## src/rtl/overlay_mixer_if.sv

```systemverilog
// Pixel-stream bundle between the emblem overlay front end and overlay_mixer:
// background/overlay colours with syncs in, mixed colour with delayed syncs out.
interface overlay_mixer_if;
  logic       active_in;
  logic       hsync_in;
  logic       vsync_in;
  logic       x_lsb;
  logic       y_lsb;
  logic [5:0] bg_rgb;
  logic [5:0] ov_rgb;
  logic [5:0] rgb_out;
  logic       hsync_out;
  logic       vsync_out;

  modport master (
    output active_in, hsync_in, vsync_in, x_lsb, y_lsb, bg_rgb, ov_rgb,
    input  rgb_out, hsync_out, vsync_out
  );

  modport slave (
    input  active_in, hsync_in, vsync_in, x_lsb, y_lsb, bg_rgb, ov_rgb,
    output rgb_out, hsync_out, vsync_out
  );
endinterface

```

## src/rtl/overlay_mixer.sv

```systemverilog
// Alpha-blends the 6-bit overlay over the background with a per-frame fade FSM.
// Optional OVERLAY_MIXER_DITHER_EN adds a 2x2 Bayer rounding bias to the blend.
module overlay_mixer #(
  parameter logic [5:0]  KEY_COLOR       = 6'b100001,
  parameter int unsigned FRAMES_PER_STEP = 4
) (
  input  logic                  clk,
  input  logic                  rst_n,
  input  logic                  frame_start,
  input  logic                  show,
  overlay_mixer_if.slave        pix,
  output logic [2:0]            alpha,
  output logic                  fade_busy
);

  typedef enum logic [1:0] {
    HIDDEN   = 2'd0,
    FADE_IN  = 2'd1,
    SHOWN    = 2'd2,
    FADE_OUT = 2'd3
  } state_t;

  localparam logic [3:0] LAST_FRAME = 4'(FRAMES_PER_STEP - 1);

  state_t     state_r;
  state_t     state_n_s;
  logic [2:0] alpha_r;
  logic [2:0] alpha_n_s;
  logic [3:0] cnt_r;
  logic [3:0] cnt_n_s;
  logic [3:0] cnt_base_s;
  logic       fade_busy_r;
  logic       fade_busy_n_s;
  logic       step_en_s;
  logic       step_up_s;
  logic       restart_s;
  logic [1:0] bias_s;
  logic [1:0] ch_r_s;
  logic [1:0] ch_g_s;
  logic [1:0] ch_b_s;
  logic [5:0] mix_s;
  logic [5:0] rgb_r;
  logic       hsync_r;
  logic       vsync_r;

  function automatic logic [1:0] mix_chan(input logic [1:0] ov, input logic [1:0] bg,
                                          input logic [2:0] a, input logic [1:0] bias);
    logic [3:0] sum;
    sum = ({2'b00, ov} * {1'b0, a}) + ({2'b00, bg} * (4'd4 - {1'b0, a})) + {2'b00, bias};
    return sum[3:2];
  endfunction

  // Fade state, alpha and frame counter registers
  always_ff @(posedge clk or negedge rst_n) begin
    if (!rst_n) begin
      state_r     <= HIDDEN;
      alpha_r     <= 3'd0;
      cnt_r       <= 4'd0;
      fade_busy_r <= 1'b0;
    end else begin
      state_r     <= state_n_s;
      alpha_r     <= alpha_n_s;
      cnt_r       <= cnt_n_s;
      fade_busy_r <= fade_busy_n_s;
    end
  end

  // Decode the fade direction requested by this frame_start
  always_comb begin
    step_en_s = 1'b0;
    step_up_s = 1'b0;
    restart_s = 1'b0;
    if (frame_start) begin
      case (state_r)
        HIDDEN:   begin step_en_s = show;  step_up_s = 1'b1; restart_s = 1'b1;  end
        FADE_IN:  begin step_en_s = 1'b1;  step_up_s = show; restart_s = ~show; end
        SHOWN:    begin step_en_s = ~show; step_up_s = 1'b0; restart_s = 1'b1;  end
        FADE_OUT: begin step_en_s = 1'b1;  step_up_s = show; restart_s = show;  end
        default:  begin step_en_s = 1'b0;  step_up_s = 1'b0; restart_s = 1'b0;  end
      endcase
    end else begin
      step_en_s = 1'b0;
    end
  end

  // Next state: the pulse that starts (or reverses) a fade counts as its first frame
  always_comb begin
    state_n_s  = state_r;
    alpha_n_s  = alpha_r;
    cnt_n_s    = cnt_r;
    cnt_base_s = restart_s ? 4'd0 : cnt_r;
    if (!step_en_s) begin
      state_n_s = state_r;
    end else if (step_up_s && (alpha_r == 3'd4)) begin
      state_n_s = SHOWN;
      cnt_n_s   = 4'd0;
    end else if (!step_up_s && (alpha_r == 3'd0)) begin
      state_n_s = HIDDEN;
      cnt_n_s   = 4'd0;
    end else begin
      if (cnt_base_s == LAST_FRAME) begin
        alpha_n_s = step_up_s ? (alpha_r + 3'd1) : (alpha_r - 3'd1);
        cnt_n_s   = 4'd0;
      end else begin
        cnt_n_s   = cnt_base_s + 4'd1;
      end
      if (step_up_s) begin
        state_n_s = (alpha_n_s == 3'd4) ? SHOWN : FADE_IN;
      end else begin
        state_n_s = (alpha_n_s == 3'd0) ? HIDDEN : FADE_OUT;
      end
    end
  end

  // Busy flag follows the state being entered
  always_comb begin
    case (state_n_s)
      FADE_IN:  fade_busy_n_s = 1'b1;
      FADE_OUT: fade_busy_n_s = 1'b1;
      default:  fade_busy_n_s = 1'b0;
    endcase
  end

`ifdef OVERLAY_MIXER_DITHER_EN
  // Bayer 2x2 rounding bias indexed by {y_lsb, x_lsb}
  always_comb begin
    case ({pix.y_lsb, pix.x_lsb})
      2'b00:   bias_s = 2'd0;
      2'b01:   bias_s = 2'd2;
      2'b10:   bias_s = 2'd3;
      2'b11:   bias_s = 2'd1;
      default: bias_s = 2'd0;
    endcase
  end
`else
  logic unused_dither_s;
  assign bias_s          = 2'd0;
  assign unused_dither_s = pix.x_lsb ^ pix.y_lsb;
`endif

  // Pixel blend; channel c occupies bits {c+3, c}
  always_comb begin
    ch_r_s = mix_chan({pix.ov_rgb[5], pix.ov_rgb[2]}, {pix.bg_rgb[5], pix.bg_rgb[2]}, alpha_r, bias_s);
    ch_g_s = mix_chan({pix.ov_rgb[4], pix.ov_rgb[1]}, {pix.bg_rgb[4], pix.bg_rgb[1]}, alpha_r, bias_s);
    ch_b_s = mix_chan({pix.ov_rgb[3], pix.ov_rgb[0]}, {pix.bg_rgb[3], pix.bg_rgb[0]}, alpha_r, bias_s);
    if (!pix.active_in) begin
      mix_s = 6'd0;
    end else if (pix.ov_rgb == KEY_COLOR) begin
      mix_s = pix.bg_rgb;
    end else begin
      mix_s = {ch_r_s[1], ch_g_s[1], ch_b_s[1], ch_r_s[0], ch_g_s[0], ch_b_s[0]};
    end
  end

  // Output pixel and sync registers share one stage of latency
  always_ff @(posedge clk or negedge rst_n) begin
    if (!rst_n) begin
      rgb_r   <= 6'd0;
      hsync_r <= 1'b1;
      vsync_r <= 1'b1;
    end else begin
      rgb_r   <= mix_s;
      hsync_r <= pix.hsync_in;
      vsync_r <= pix.vsync_in;
    end
  end

  assign pix.rgb_out   = rgb_r;
  assign pix.hsync_out = hsync_r;
  assign pix.vsync_out = vsync_r;
  assign alpha         = alpha_r;
  assign fade_busy     = fade_busy_r;

endmodule

```

## src/flat_wrapper.sv

```systemverilog
// flat-port wrapper written by rule: the top's interface ports become plain ports
module overlay_mixer_flat 
#(
  parameter logic [5:0]  KEY_COLOR       = 6'b100001,
  parameter int unsigned FRAMES_PER_STEP = 4
)
  (clk, rst_n, frame_start, show, alpha, fade_busy, pix_active_in, pix_hsync_in, pix_vsync_in, pix_x_lsb, pix_y_lsb, pix_bg_rgb, pix_ov_rgb, pix_rgb_out, pix_hsync_out, pix_vsync_out);
  overlay_mixer_if pix_i ();
  input  logic clk;
  input  logic rst_n;
  input  logic frame_start;
  input  logic show;
  output logic [2:0] alpha;
  output logic fade_busy;
  input wire logic [$bits(pix_i.active_in)-1:0] pix_active_in;
  input wire logic [$bits(pix_i.hsync_in)-1:0] pix_hsync_in;
  input wire logic [$bits(pix_i.vsync_in)-1:0] pix_vsync_in;
  input wire logic [$bits(pix_i.x_lsb)-1:0] pix_x_lsb;
  input wire logic [$bits(pix_i.y_lsb)-1:0] pix_y_lsb;
  input wire logic [$bits(pix_i.bg_rgb)-1:0] pix_bg_rgb;
  input wire logic [$bits(pix_i.ov_rgb)-1:0] pix_ov_rgb;
  output wire logic [$bits(pix_i.rgb_out)-1:0] pix_rgb_out;
  output wire logic [$bits(pix_i.hsync_out)-1:0] pix_hsync_out;
  output wire logic [$bits(pix_i.vsync_out)-1:0] pix_vsync_out;
  assign pix_i.active_in = pix_active_in;
  assign pix_i.hsync_in = pix_hsync_in;
  assign pix_i.vsync_in = pix_vsync_in;
  assign pix_i.x_lsb = pix_x_lsb;
  assign pix_i.y_lsb = pix_y_lsb;
  assign pix_i.bg_rgb = pix_bg_rgb;
  assign pix_i.ov_rgb = pix_ov_rgb;
  assign pix_rgb_out = pix_i.rgb_out;
  assign pix_hsync_out = pix_i.hsync_out;
  assign pix_vsync_out = pix_i.vsync_out;
  overlay_mixer #(.KEY_COLOR(KEY_COLOR), .FRAMES_PER_STEP(FRAMES_PER_STEP)) u_core (.clk(clk), .rst_n(rst_n), .frame_start(frame_start), .show(show), .pix(pix_i), .alpha(alpha), .fade_busy(fade_busy));
endmodule
```

## config.mk

```make
export PLATFORM = sky130hd
export DESIGN_NAME = overlay_mixer_flat
export DESIGN_NICKNAME = d
export VERILOG_FILES = /design/src/rtl/overlay_mixer_if.sv /design/src/rtl/overlay_mixer.sv /design/src/flat_wrapper.sv
export SDC_FILE = /design/constraint.sdc
export NUM_CORES = 1
export LEC_CHECK = 0
export ABC_AREA = 1
export CORE_MARGIN = 2
export CORE_UTILIZATION = 52
export CTS_CLUSTER_SIZE = 20
export DETAILED_ROUTE_END_ITERATION = 8
export PLACE_DENSITY = 0.86
export SYNTH_ARGS = -nofsm -noshare
export SYNTH_HDL_FRONTEND = slang
export SYNTH_SLANG_ARGS = --single-unit
```

## constraint.sdc

```tcl
create_clock -name clk -period 4.1 [get_ports clk]
set_input_delay 0.41 -clock clk [delete_from_list [all_inputs] [get_ports clk]]
set_output_delay 0.41 -clock clk [all_outputs]
set_load 0.01 [all_outputs]
```

* Word level (Yosys, flattened, before mapping)
Cells that the tools add are included.
W data, S select, Z words.
** Cells by class
- Muxes and demuxes :: 24
- Reduce and logical (&&, ||, !) cells :: 10
- $mul :: 6
- Equal/unequal tests :: 9
- Add/subtract/negate cells :: 7
- Bitwise operators :: 3
** Operators by type and width (count)
- $mux W4 :: 4
- $mux W3 :: 5
- $add A4 B4 Y4 :: 3
- $mul A2 B3 Y4 :: 3
- $mul A2 B4 Y4 :: 3
- $mux W2 :: 6
- $mux W6 :: 2
- $pmux W1 S3 :: 3
- $eq A2 B2 Y1 const B :: 3
- $eq A3 B3 Y1 const B :: 2
- $eq A6 B6 Y1 const B :: 1
- $logic_not A3 Y1 :: 2
- $reduce_or A2 Y1 :: 3
- $add A4 B1 Y4 const B :: 1
- $eq A2 B1 Y1 const B :: 2
- $eq A4 B2 Y1 const B :: 1
- $mux W1 :: 4
- $sub A3 B3 Y4 const A :: 1
- $add A3 B1 Y3 const B :: 1
- $not A1 Y1 :: 3
- $reduce_and A3 Y1 :: 1
- $sub A3 B1 Y3 const B :: 1
- $logic_and A1 B1 Y1 :: 2
- $logic_not A2 Y1 :: 1
- $logic_not A1 Y1 :: 1
** Word-level totals
- Output and inout bits :: 12
- Register bits after elaboration :: 18

* Depth between registers and ports, before layout
Gate-level depths: netlist (run 1).
- Depth after elaboration :: 19
- Mapped depth :: 15

* Worst setup path before layout (run 1)
No wires, ideal clock.
- Path type :: register to register
- Start :: register u_core.alpha_r[1] (netlist: u_core.alpha[1])
- End :: register u_core.rgb_r[5] (netlist: u_core.pix.rgb_out[5])
- Slack :: 0.538 ns
- Buffers on the path :: 1
- Setup time :: 0.125 ns
- Clock period less this slack :: 3.562 ns
- Data arrival time :: 3.437 ns
- Cell stages (with the launch flop) :: 16
- Cells stage by stage :: dfrtp_1 buf_2 inv_1 ha_1 ha_1 inv_1 nand2_1 fa_1 inv_1 fa_1 inv_1 fa_1 xnor2_1 xor2_1 xnor2_1 a21oi_1
** On the way
- Word-level cells in the longest chain between the ends :: 5
- Elaborated cells between the ends (all ways) :: 6
** Ends and longest elaborated chain
- from (decl) :: RTL line overlay_mixer.sv:27 : logic [2:0] alpha_r;
- from (signal assigned) :: RTL line overlay_mixer.sv:62 : alpha_r <= alpha_n_s;
- $sub A3 B3 Y4 :: RTL line overlay_mixer.sv:49 : sum = ({2'b00, ov} * {1'b0, a}) + ({2'b00, bg} * (4'd4 - {1'b0, a})) + {2'b00, bias};
- $mul A2 B4 Y4 :: RTL line overlay_mixer.sv:49
- $add A4 B4 Y4 (*) :: RTL line overlay_mixer.sv:49
- $mux W6 (*) :: RTL line overlay_mixer.sv:148 : end else if (pix.ov_rgb == KEY_COLOR) begin
- $mux W6 (*) :: RTL line overlay_mixer.sv:146 : if (!pix.active_in) begin
- named net u_core.mix_s[5] :: RTL line overlay_mixer.sv:41 : logic [5:0] mix_s;
- to (signal assigned) :: RTL line overlay_mixer.sv:162 : rgb_r <= mix_s;
- to (decl) :: RTL line overlay_mixer.sv:42 : logic [5:0] rgb_r;
The timed path passes the listed nets; every way through them passes the cells marked *.
A chain may end at the register's enable or synchronous reset.

* Worst setup path after layout (run 1)
- Start :: register u_core.alpha_r[0] (netlist: u_core.alpha[0])
- End :: register u_core.rgb_r[5] (netlist: u_core.pix.rgb_out[5])
Same word-level chain as after synthesis.

==> results.py, run 1 <==
metrics = {
    "status": {
        "status": "finished, final reports clean",
    },
    "sta": {
        "finalSetupTns_ps": 0,
        "fin_skew_ps": 11.5,
        "setup_viol": 0,
        "slew_violations": 0,
        "hold-worst-slack_ps": 515,
        "hold_viol_final": 0,
        "post-route-period-util_pct": 86.4,
        "rsz0062_at_grt": "false",
        "max_slew.worst_pin.slew_ps": 808,
        "period_minus_slack_ps": 3540,
        "fmaxAchievable_ghz": 0.282,
        "max_slew_margin_pct": 46.0,
    },
    "worst_setup_path": {
        "cp-startpoint": "u_core.alpha[0]",
        "crit_type": "reg -> reg",
        "cp_data_required_time_ps": 4300,
        "critPathCaptureType": "flop",
        "r2r_start": "u_core.alpha[0]",
        "cp-start-kind": "flop",
        "arrival_ps": 3740,
        "path_max_fanout": 5,
    },
    "route": {
        "drtAntennaViolNets": 0,
        "drt-total-wl_mm": 3.51,
        "drt_iter0_drc": 43,
        "num_vias": 1488,
        "drc": 0,
        "drt-pass1-iter-count": 4,
        "routed_via_density": 4.99,
        "routedWlPerCell_um": 11.8,
    },
    "clock_tree": {
        "cts_max_level": 1,
        "cts_tree": "yes",
        "cts.sinks": 17,
        "cts_setup_buffers": 0,
        "worstSkewPairLatency_ps": 300,
        "root_buffer": "clkbuf_4",
        "cts_max_path_buffers": 2,
        "clk_pin_slew_ps": 110,
        "ctsResizeCount": 0,
        "cts_buffers": 3,
        "cts_hold_buf": 0,
    },
    "placed_design": {
        "port_buffers": 30,
        "finalWeightedCongestion": 0.870,
        "dp_cells": 294,
        "hpwl_mm": 2.84,
    },
    "global_routing": {
        "grt_use_total_pct": 22.0,
        "antenna_found_initial": 0,
        "grt_pass1_wl_mm": 6.13,
        "overflow": 0,
        "grt_pass1_vias": 1405,
        "grt_max_degree": 18,
    },
    "layout": {
        "diodes": 0,
        "area_growth_pct": 22.9,
        "post-route-util_pct": 68.2,
        "nFillCells": 274,
        "final_nets": 296,
        "finalNonFillerCells": 298,
        "drive_gt1_share_pct": 12.6,
    },
    "logic_synthesis": {
        "synth_edf_count": 0,
        "yosysMostFrequentCell": "nand2_1",
        "synthTopCellsByCount": "nand2_1, inv_1, dfrtp_1, fa_1, nor2_1",
        "synth.avg_cell_area_sq_um": 7.76,
        "synth.top_cell.area_share_pct": 22.0,
        "ys_ff_latch": 17,
        "synth.area.top_cells": "dfrtp_1, fa_1, nand2_1, inv_1, ha_1",
        "yosys_warnings": 0,
        "synth-async-reset-ratio_pct": 100,
        "synth-seq-area-share_pct": 25.1,
        "synthesis.area_sq_um": 1710,
        "synth_flop_cell": "dfrtp_1",
        "synthCells": 220,
        "synth_cell_types": 31,
        "synth_fp_nets": 261,
        "yosys.area.top_type": "dfrtp_1",
    },
    "worst_hold_path": {
        "hold_path.startpoint": "pix_hsync_in",
        "hold_path_class": "in -> reg",
    },
    "floorplanning": {
        "die_area_sq_um": 3760,
        "die_y_um": 61.3,
        "initial_core_util_pct": 55.4,
        "fp.coreArea_sq_um": 3080,
        "dieWidth_um": 61.3,
        "num_rows": 20,
        "ios": 33,
    },
    "pwr": {
        "cellPowerDensity_nw_per_um2": 638,
        "power.leakage_nw": 1.06,
        "peakVddDrop_mv": 0.378,
        "power_mw": 1.34,
    },
    "job": {
        "max_cap_violations": 0,
    },
}
==> layout make-up <==
type | count | area [sq um] | share of cell area, %
Clock buffer | 3 | 22.5 | 1.07
Multi-Input combinational cell | 164 | 1120 | 53.6
Sequential cell | 17 | 428 | 20.4
Timing Repair Buffer | 33 | 323 | 15.4
Clock inverter | 1 | 5.00 | 0.239
Inverter | 36 | 140 | 6.68
Tap cell | 44 | 55.1 | 2.62
==> report_power, final <==
part	internal [mW]	switching, mW
Clock	0.0364	0.0568
Combinational	0.418	0.569
Sequential	0.225	0.0352
Total	0.679	0.660
==> per-stage QoR <==
| step | setup WS (ps) | cell area [sq um] |
|---|---|---|
| 2_1_floorplan | 538 | 1710 |
| 3_3_place_gp | 638 | 2070 |
| 3_5_place_dp | 585 | 2070 |
| 4_1_cts | 560 | 2100 |
| 5_1_grt | 340 | 2100 |
| 6_report | 557 | 2100 |
==> final timing paths <==
kind / slack, ps / cells after the start / to
max: 560 / 14 / u_core.pix.rgb_out[5]
min: 510 / 1 / u_core.pix.hsync_out
max reg2reg: 560 / 14 / u_core.pix.rgb_out[5]
min reg2reg: 510 / 1 / u_core.cnt_r[1]
max in group asynchronous: 3030 / 1 / u_core.cnt_r[3]
min in group asynchronous: 560 / 1 / u_core.alpha[0]
==> critical path: stages (launching register included) <==
cell and delay (ps):
dfrtp_1 360, inv_1 100, ha_1 230, ha_1 310, inv_1 140, nand2_1 90
fa_1 500, inv_1 50, fa_1 520, inv_1 50, fa_1 430, xnor2_1 220
xor2_1 200, xnor2_1 130, a21oi_1 80
==> cell families after synthesis <==
| logic type | share of synthesized area (%) |
|---|---|
| AO/OA/AOI/OAI | 10.6 |
| XOR/XNOR | 7.18 |
| adder cells (fa/ha/maj) | 20.4 |
| buffers and inverters | 9.02 |
| flip-flops | 25.1 |
| AND/OR/NAND/NOR | 27.7 |
==> cells in the final DEF (no fill, tap or decap), types with 2 or more instances in the layout <==
cell type / netlist / final
a21oi_1: 8 / 8
nand2_4: 2 / 2
o21ai_2: 3 / 3
nor2_1: 9 / 9
inv_1: 31 / 31
ha_1: 7 / 7
buf_4: 0 / 3
nand2_1: 68 / 68
nand2_2: 5 / 5
nand3_2: 3 / 3
clkdlybuf4s50_1: 0 / 30
dfrtp_1: 15 / 15
clkbuf_4: 0 / 3
nand3_1: 6 / 6
o21ai_1: 6 / 6
fa_1: 13 / 13
o21ai_0: 7 / 7
inv_2: 4 / 4
xor2_1: 8 / 8
nand3b_1: 2 / 2
dfstp_2: 2 / 2
xnor2_1: 6 / 6
nand4_1: 2 / 2
nor3_1: 2 / 2
==> layer usage <==
| metal | global-route usage, % | vias to the layer above | share of wire [%] |
|---|---|---|---|
| met5 | 0 | - | 0 |
| met4 | 6.21 | 0 | 0.83 |
| met3 | 4.83 | 5 | 6.4 |
| met2 | 35.7 | 44 | 46 |
| met1 | 29.5 | 695 | 47 |
| li1 | - | 744 | - |
No activity file was read; power rests on OpenSTA's default activity.
==> run 2, diff against run 1 <==
CORE_ASPECT_RATIO = 1.4   (was unset)
HOLD_SLACK_MARGIN = 0.03   (was unset)
==> run 2 against run 1 <==
Effect of this change:
- first-iteration DRC count grew 49%
- cell area grew 0.54%
- cell count shrank 1.7%
- setup slack lost 4.8 ps
- global-route usage shrank 0.086 points
- combinational power is essentially flat
- clock skew is essentially flat
- clock power grew 31%
- core utilization shrank 0.62 points
- via count shrank 0.81%
- non-clock buffer count is the same
- register-to-register slack is essentially flat
- largest cell class unchanged
==> results.py, run 2 (synthesis results as in run 1) <==
metrics = {
    "floorplanning": {
        "die_area_sq_um": 3760,
        "dieWidth_um": 52.4,
        "die_y_um": 71.8,
        "fp.coreArea_sq_um": 3120,
        "ios": 33,
        "initial_core_util_pct": 54.6,
        "num_rows": 24,
    },
    "worst_setup_path": {
        "reg2reg_slack_ps": 550,
        "reg2reg_to": "u_core.pix.rgb_out[5]",
        "reg2reg_depth": 14,
        "crit_type": "reg -> reg",
        "cpMostUsedCell": "inv_1",
        "path_cells": "inv_1 -> ha_1 -> ha_1 -> inv_1 -> nand2_1 -> fa_1 -> inv_1 -> fa_1 -> inv_1 -> fa_1 -> xnor2_1 -> xor2_1 -> xnor2_1 -> a21oi_1",
        "r2r_start": "u_core.alpha[0]",
        "cp_data_required_time_ps": 4220,
        "cp_slowest_stage_delay_ps": 530,
        "arrival_ps": 3660,
        "path_max_fanout": 5,
        "cp_slowest_cell": "fa_1",
        "cp-start-kind": "flop",
        "critPathCaptureType": "flop",
    },
    "clock_tree": {
        "cts_buffers": 3,
        "root_buffer": "clkbuf_8",
        "ctsResizeCount": 0,
        "cts_hold_buf": 0,
        "cts.sinks": 17,
        "cts_max_level": 1,
        "clk_pin_slew_ps": 70,
        "cts_max_path_buffers": 2,
        "cts_setup_buffers": 0,
        "cts_tree": "yes",
        "worstSkewPairLatency_ps": 250,
    },
    "sta": {
        "period_minus_slack_ps": 3550,
        "post-route-period-util_pct": 86.5,
        "max_slew_margin_pct": 49.6,
        "finalSetupTns_ps": 0,
        "max_slew.worst_pin.slew_ps": 754,
        "rsz0062_at_grt": "false",
        "fin_skew_ps": 11.3,
        "slew_violations": 0,
        "setup_viol": 0,
        "fmaxAchievable_ghz": 0.282,
        "hold_viol_final": 0,
        "hold-worst-slack_ps": 514,
    },
    "placed_design": {
        "hpwl_mm": 2.88,
        "port_buffers": 30,
        "finalWeightedCongestion": 0.804,
    },
    "global_routing": {
        "grt_pass1_wl_mm": 6.24,
        "overflow": 0,
        "antenna_found_initial": 0,
        "grt_max_degree": 18,
        "grt_use_total_pct": 21.9,
        "grt_pass1_vias": 1439,
    },
    "pwr": {
        "peakVddDrop_mv": 0.441,
        "cellPowerDensity_nw_per_um2": 662,
        "power.leakage_nw": 1.06,
    },
    "worst_hold_path": {
        "hold_path_class": "reg -> reg",
        "holdPathStages": 1,
        "hold_path.startpoint": "u_core.cnt_r[1]",
        "hold_end": "u_core.cnt_r[1]",
    },
    "layout": {
        "drive_gt1_share_pct": 12.2,
        "final_common_cell": "nand2_1",
        "final_cell_mix": "nand2_1, inv_1, clkdlybuf4s50_1",
        "diodes": 0,
        "area_growth_pct": 23.6,
        "final_nets": 296,
    },
    "route": {
        "drt-pass1-iter-count": 4,
        "drt-total-wl_mm": 3.57,
        "drt_iter0_drc": 64,
        "drtAntennaViolNets": 0,
        "num_vias": 1476,
        "routed_via_density": 5.04,
        "routedWlPerCell_um": 12.2,
        "drc": 0,
    },
    "status": {
        "status": "finished, final reports clean",
    },
    "job": {
        "max_cap_violations": 0,
    },
}
[run 2: how the worst max path moves through the flow]
stage                     slack [ps]  cells past startpoint                     to             from
after floorplan                  540                     15  u_core.pix.rgb_out[5]  u_core.alpha[1]
after global placement           650                     14  u_core.pix.rgb_out[5]  u_core.alpha[0]
after detailed placement         570                     14  u_core.pix.rgb_out[5]  u_core.alpha[0]
after CTS                        550                     14  u_core.pix.rgb_out[5]  u_core.alpha[0]
after global routing             360                     14  u_core.pix.rgb_out[5]  u_core.alpha[0]
final                            550                     14  u_core.pix.rgb_out[5]  u_core.alpha[0]
[run 2: power breakdown]
group	total (mW)	internal (mW)	switching (mW)
clock network	0.122	0.0688	0.0536
registers	0.259	0.225	0.0342
logic	1.01	0.425	0.589
[run 2: cell type report]
cell class,count,area [sq um]
fill,267,1010
tap,39,48.8
sequential,17,428
clock buffer,4,45.0
inverter,36,140
timing repair buffer,33,323
multi-input combinational,164,1120
[run 2: critical path: cells and delay by family (launching register included)]
family	cells	cell delay, ps
adder cells (fa/ha/maj)	5	2000
XOR/XNOR	3	520
flip-flops	1	340
buffers and inverters	4	340
AND/OR/NAND/NOR	1	90
AO/OA/AOI/OAI	1	90
[run 2: through the flow]
step / setup WS, ps / power, mW / utilization (%) / std cells / area (sq um)
2_1_floorplan: 538 / 0.987 / - / 220 / 1710
3_3_place_gp: 655 / 1.22 / 66.1 / 289 / 2060
3_5_place_dp: 574 / 1.28 / 66.1 / 289 / 2060
4_1_cts: 552 / 1.41 / 67.5 / 293 / 2110
5_1_grt: 363 / 1.56 / 67.5 / 293 / 2110
6_report: 552 / 1.40 / 67.5 / 293 / 2110
[run 2: routing by layer]
layer / track usage (%) / up-vias / routed length, um
met2: 39.0 / 41 / 1890
met4: 6.27 / 0 / 25
li1: - / 748 / -
met3: 2.29 / 2 / 135
met1: 27.2 / 685 / 1520
met5: 0 / - / 0
